$ cat src/rtl/fetch_redirect_ctrl.sv
// Frontend redirect sequencer: arbitrates backend/predecode redirects, pulses flush, then presents the refill address.
// Latency: request accepted in cycle N -> flush in N+1 -> refill_valid from N+2 until fetch_ready.
// Backpressure: refill is held stable while fetch_ready is low; pd requests are dropped while busy; a backend redirect always wins.
module fetch_redirect_ctrl #(
   parameter int FSQ_WIDTH  = 4,
   parameter int PRED_WIDTH = 3,
   parameter int VADDR_SIZE = 32,
   parameter int CNT_WIDTH  = 16
) (
   input  logic                  clk,
   input  logic                  rst,
   input  logic                  be_redir_en,
   input  logic [FSQ_WIDTH-1:0]  be_redir_fsq,
   input  logic [VADDR_SIZE-1:0] be_redir_pc,
   input  logic                  pd_redir_en,
   input  logic [FSQ_WIDTH-1:0]  pd_redir_fsq,
   input  logic [PRED_WIDTH-1:0] pd_redir_offset,
   input  logic [VADDR_SIZE-1:0] pd_redir_pc,
   input  logic                  ibuf_full,
   input  logic                  fetch_ready,
   output logic                  flush,
   output logic                  refill_valid,
   output logic [VADDR_SIZE-1:0] refill_pc,
   output logic [FSQ_WIDTH-1:0]  refill_fsq,
   output logic [PRED_WIDTH-1:0] refill_offset,
   output logic                  refill_src,
   output logic                  pd_stall,
   output logic                  busy,
   output logic [CNT_WIDTH-1:0]  be_cnt,
   output logic [CNT_WIDTH-1:0]  pd_cnt
);

   typedef enum logic [1:0] {
      IDLE   = 2'd0,
      FLUSH  = 2'd1,
      REFILL = 2'd2
   } state_t;

   localparam logic [CNT_WIDTH-1:0] CNT_ONE = {{(CNT_WIDTH-1){1'b0}}, 1'b1};
   localparam logic [CNT_WIDTH-1:0] CNT_MAX = {CNT_WIDTH{1'b1}};

   state_t state, state_nxt;
   logic   be_take;
   logic   pd_take;

   // Backend is accepted in any state; predecode only when idle and not beaten by backend.
   assign be_take = be_redir_en;
   assign pd_take = pd_redir_en & ~be_redir_en & (state == IDLE);

   // Flushed entries must drain, so the stall only applies while idle.
   assign pd_stall = ibuf_full & (state == IDLE);
   assign busy     = (state != IDLE);

   // Next-state: a backend redirect restarts the flush from any state, including the refill handshake cycle.
   always_comb begin
      state_nxt = state;
      case (state)
         IDLE:    if (be_take || pd_take) state_nxt = FLUSH;
         FLUSH:   state_nxt = be_take ? FLUSH : REFILL;
         REFILL: begin
            if (be_take)          state_nxt = FLUSH;
            else if (fetch_ready) state_nxt = IDLE;
         end
         default: state_nxt = IDLE;
      endcase
   end

   // State register with registered flush/refill_valid decoded from the next state.
   always_ff @(posedge clk) begin
      if (rst) begin
         state        <= IDLE;
         flush        <= 1'b0;
         refill_valid <= 1'b0;
      end else begin
         state        <= state_nxt;
         flush        <= (state_nxt == FLUSH);
         refill_valid <= (state_nxt == REFILL);
      end
   end

   // Capture the winning redirect's fields; they stay put until the next accepted redirect.
   always_ff @(posedge clk) begin
      if (rst) begin
         refill_pc     <= '0;
         refill_fsq    <= '0;
         refill_offset <= '0;
         refill_src    <= 1'b0;
      end else if (be_take) begin
         refill_pc     <= be_redir_pc;
         refill_fsq    <= be_redir_fsq;
         refill_offset <= '0;
         refill_src    <= 1'b0;
      end else if (pd_take) begin
         refill_pc     <= pd_redir_pc;
         refill_fsq    <= pd_redir_fsq;
         refill_offset <= pd_redir_offset;
         refill_src    <= 1'b1;
      end
   end

   // Saturating per-source counters of accepted redirects.
   always_ff @(posedge clk) begin
      if (rst) begin
         be_cnt <= '0;
         pd_cnt <= '0;
      end else begin
         if (be_take && be_cnt != CNT_MAX) be_cnt <= be_cnt + CNT_ONE;
         if (pd_take && pd_cnt != CNT_MAX) pd_cnt <= pd_cnt + CNT_ONE;
      end
   end

endmodule
$ cat config.mk
export PLATFORM = sky130hd
export DESIGN_NAME = fetch_redirect_ctrl
export DESIGN_NICKNAME = d
export VERILOG_FILES = /design/src/rtl/fetch_redirect_ctrl.sv
export SDC_FILE = /design/constraint.sdc
export NUM_CORES = 1
export LEC_CHECK = 0
export ABC_CLOCK_PERIOD_IN_PS = 2700
export BUFFER_PORTS_ARGS = -buffer_cell sky130_fd_sc_hd__buf_2
export CELL_PAD_IN_SITES_DETAIL_PLACEMENT = 0
export CELL_PAD_IN_SITES_GLOBAL_PLACEMENT = 2
export CORE_UTILIZATION = 27
export CTS_CLUSTER_SIZE = 16
export DETAILED_ROUTE_END_ITERATION = 12
export MAX_ROUTING_LAYER = met4
export PLACE_DENSITY_LB_ADDON = 0.08
export SLEW_MARGIN = 20
export SYNTH_ARGS = -nofsm -noshare
export SYNTH_HDL_FRONTEND = slang
export SYNTH_SLANG_ARGS = --single-unit
$ cat constraint.sdc
create_clock -name clk -period 2.7 [get_ports clk]
set_input_delay 0.54 -clock clk [delete_from_list [all_inputs] [get_ports clk]]
set_output_delay 0.54 -clock clk [all_outputs]
set_load 0.01 [all_outputs]
### Yosys cells after proc, flatten, opt, wreduce, memory -nomap -nowiden

Cells that the tools add are included.

* logic and storage cells: 37
* bits of input ports: 81
* bits in registers: 76

* mux-type cells: 9
* add/sub/neg operators: 2
* reductions and logical operators: 7
* eq/ne operators: 6
* bitwise operators: 4

Operators by type and width (number)
* $mux W32: 2
* $add A16 B1 Y16 const B: 2
* $ne A16 B16 Y1 const B: 2
* $mux W2: 4
* $mux W4: 2
* $pmux W2 S3: 1
* $eq A2 B1 Y1 const B: 2
* $eq A2 B2 Y1 const B: 2
* $reduce_bool A2 Y1: 2
* $and A1 B1 Y1: 3
* $logic_and A1 B1 Y1: 2
* $logic_not A2 Y1: 1
* $reduce_or A2 Y1: 1
* $logic_or A1 B1 Y1: 1
* $not A1 Y1: 1

### Logic depth before layout (Yosys ltp)

* word-level depth: 7
* gate-level depth with buffers: 6
* mapped depth without buffers: 5

### Worst setup path after synthesis

OpenSTA, ideal clock, no wires.

* path kind: input port to flip-flop
* start: input port be_redir_en
* end: register refill_pc[27]
* cell stages on the path: 6
* arrival: 1.986 ns
* data required time: 2.572 ns
* setup slack: 0.586 ns
* cells stage by stage: clkbuf_1 -> nor4b_4 -> clkbuf_1 -> mux2_2 -> mux2i_1 -> nor2_1

* word-level cells in the longest chain between the ends: 4

Ends and longest elaborated chain
* start, declared: RTL line 12 `input logic be_redir_en,`
* $not A1 Y1: RTL line 48 `assign pd_take = pd_redir_en & ~be_redir_en & (state == IDLE);`
* $and A1 B1 Y1 (2 in a row): RTL line 48
* $reduce_bool A2 Y1 (no source line)
* end signal, assigned: RTL line 89 `refill_pc <= be_redir_pc;`
* end signal, assigned: RTL line 94 `refill_pc <= pd_redir_pc;`
* end, declared: RTL line 23 `output logic [VADDR_SIZE-1:0] refill_pc,`

Several ways; a longest one is shown, not always the timed one.
A chain may end at the register's enable or synchronous reset.

### Final worst setup path

* start: register state[1]
* end: register refill_pc[20]

* word-level cells in the longest chain between the ends: 3

Ends and longest elaborated chain
* start, declared: RTL line 42 `state_t state, state_nxt;`
* start signal, assigned: RTL line 75 `state <= state_nxt;`
* $logic_not A2 Y1: RTL line 48
* $and A1 B1 Y1: RTL line 48
* $reduce_bool A2 Y1 (no source line)

No other way between the ends.

==> results.yml <==
global_routing:
  grt_overflow_total: 0
  track_usage: 0.156
  antenna_found_initial: 2
  first_global_vias: 3415
  grt_pass1_wl_mm: 16.8
  grt_max_degree: 44
yosys:
  netlist_top_cells_area: "dfxtp_1 41%, mux2_2 13%, mux2i_1 11%"
  ys_warn_count: 0
  ys.flop_type: "dfxtp_1"
  netlist_area_um2: 3680
  synthTopCellsByCount: "76 x dfxtp_1, 53 x nor2_1, 44 x mux2_2"
  syn_nets: 472
  yosysMostFrequentCell: "dfxtp_1"
  yosys.area.top_type: "dfxtp_1"
  synth-edff-count: 0
  asyncSetResetFlopFracSynth: 0
  post_synth_num_cell_types: 36
  yosysTopAreaCellShare: 0.413
  avgSynthCellArea_um2: 9.46
  synth_seq_cells: 76
  ys_seq_area_frac: 0.413
  synthCells: 389
timing:
  finalClockSkew_ps: 4.41
  worst_slack_ps: 691
  drv_slew: 0
  max_slew_margin: 0.528
  hold_viol: 0
  tns_ps: 0
  fin_crit_sh: 0.744
  tightest_slew_ps: 708
  rsz0062_at_grt: "false"
  post-route-min-period_ps: 2010
  report.final.setup_viol: 0
  fmax_mhz: 498
place:
  hpwl_mm: 7.39
  gp_congestion: 0.695
  dpl_worst_slack_ps: 348
  io_buffers: 156
clocking:
  clock_sinks: 76
  cts_tree: "done"
  hold_buffers: 0
  clockBufferDepth: 2
  clkSlewWorstSetupHoldPaths_ps: 60
  cts_htree_levels: 3
  cts_buffers: 9
  clock_latency_ps: 340
  root_buffer: "clkbuf_16"
  post_cts_buffers: 0
  cts.repair.resized: 0
worst_hold_path:
  hp-class: "in2reg"
  hp-start: "be_redir_pc[22]"
  min_path_cells: 3
  whs_endpoint: "refill_pc[22]$_SDFFE_PP0P_"
setup_path:
  setup.worst_path.end_class: "register"
  cp_max_fo: 40
  cp-start-kind: "register"
  worstPathArrival_ps: 2240
  r2r-end: "refill_pc[20]$_SDFFE_PP0P_"
  r2r_setup_slack_ps: 690
  crit_required_ps: 2930
  critical_path_class: "reg2reg"
  r2r_cells: 5
  timing.rr.start: "state[1]$_SDFF_PP0_"
routing:
  ant_nets: 0
  drt-initial-drc-count: 114
  wire_per_inst_um: 14.5
  avgViaCountPerCell: 4.76
  first_pass_iters: 4
  via_count: 3418
  drc: 0
  wl_mm: 10.4
final_layout:
  final_util: 0.370
  area_growth_pct: 33.3
  fillers: 1440
  finalNetCount: 618
  drive_gt1_frac: 0.413
die:
  die_y_um: 119
  start_util: 0.278
  ioPinCount: 157
  num_rows: 42
  core_area_um2: 13200
  die_w_um: 119
  dieArea_um2: 14100
flow_run:
  cap_violations: 0
pwr:
  power_density_nw_per_um2: 541
  max-vdd-ir-drop_mv: 0.343
  p_leak_uw: 0.00228
outcome:
  status: "finished, final reports clean"
## state kept, by name (all words and copies together), names as in the netlist
name / cells
refill_src: 1
flush: 1
pd_cnt: 16
refill_valid: 1
be_cnt: 16
refill_fsq: 4
refill_offset: 3
refill_pc: 32
state: 2
## layout by cell type (no fill, tap or decap), types with 9 or more instances in the layout
cell type and instances:
a21oi_1 18, buf_2 156, clkbuf_16 9, dfxtp_1 76, inv_1 9, mux2_2 44
mux2i_1 42, nand2_1 18, nand3_1 9, nor2_1 53, o31ai_1 12, or4_1 13
## layout make-up
cell class	count	area, um2	share of cell area
flip-flops and latches	76	1520	0.310
clock buffers	11	243	0.0495
repair buffers	160	823	0.168
well taps	176	220	0.0449
inverters	9	33.8	0.00689
diodes	2	5.00	0.00102
multi-input cells	279	2030	0.414
clock inverters	5	27.5	0.00561
## kinds of logic (layout without fill, tap and decap cells)
kind of cell	Yosys count	count (layout)	share of synthesized area
AO/OA/AOI/OAI	52	52	0.0966
flip-flops	76	76	0.413
AND/OR/NAND/NOR	139	139	0.200
adder cells (fa/ha/maj)	2	2	0.00680
other	0	2	0
buffers and inverters	34	185	0.0347
multiplexers	86	86	0.249
## stage by stage
step / std cells / power [uW] / hold slack [ps] / area, um2
detailed placement: 700 / 1560 / 484 / 4630
CTS: 716 / 2710 / 419 / 4900
global route: 718 / 2790 / 424 / 4900
floorplan: 389 / 1420 / 502 / 3680
finish: 718 / 2650 / 428 / 4900
global placement: 700 / 1560 / 479 / 4630
## routing by layer
layer | GRT usage | wire [um] | vias to the layer above | share of wire
li1 | - | - | 1719 | -
met1 | 0.173 | 4600 | 1587 | 0.44
met2 | 0.252 | 4880 | 104 | 0.47
met3 | 0.0676 | 830 | 8 | 0.080
met4 | 0.0467 | 115 | 0 | 0.011
met5 | - | 0 | - | 0
## where the power goes
part           internal [uW]  switching (uW)
Clock                    641             477
Combinational            175             161
Sequential              1170            27.9
## worst max-delay path by stage
stage,startpoint,to,slack (ps)
finish,state[1]$_SDFF_PP0_,refill_pc[20]$_SDFFE_PP0P_,690
global route,state[1]$_SDFF_PP0_,refill_pc[11]$_SDFFE_PP0P_,520
CTS,state[1]$_SDFF_PP0_,refill_pc[20]$_SDFFE_PP0P_,640
detailed placement,be_redir_en,refill_pc[20]$_SDFFE_PP0P_,350
global placement,be_redir_en,refill_pc[23]$_SDFFE_PP0P_,370
floorplan,be_redir_en,refill_pc[27]$_SDFFE_PP0P_,590
## critical path: stages, from the launching register on
cell and delay, ps:
dfxtp_1 350, nor4b_4 390, buf_4 560, mux2_2 400, mux2i_1 130, nor2_1 50
Power figures use the tool's default switching activity.
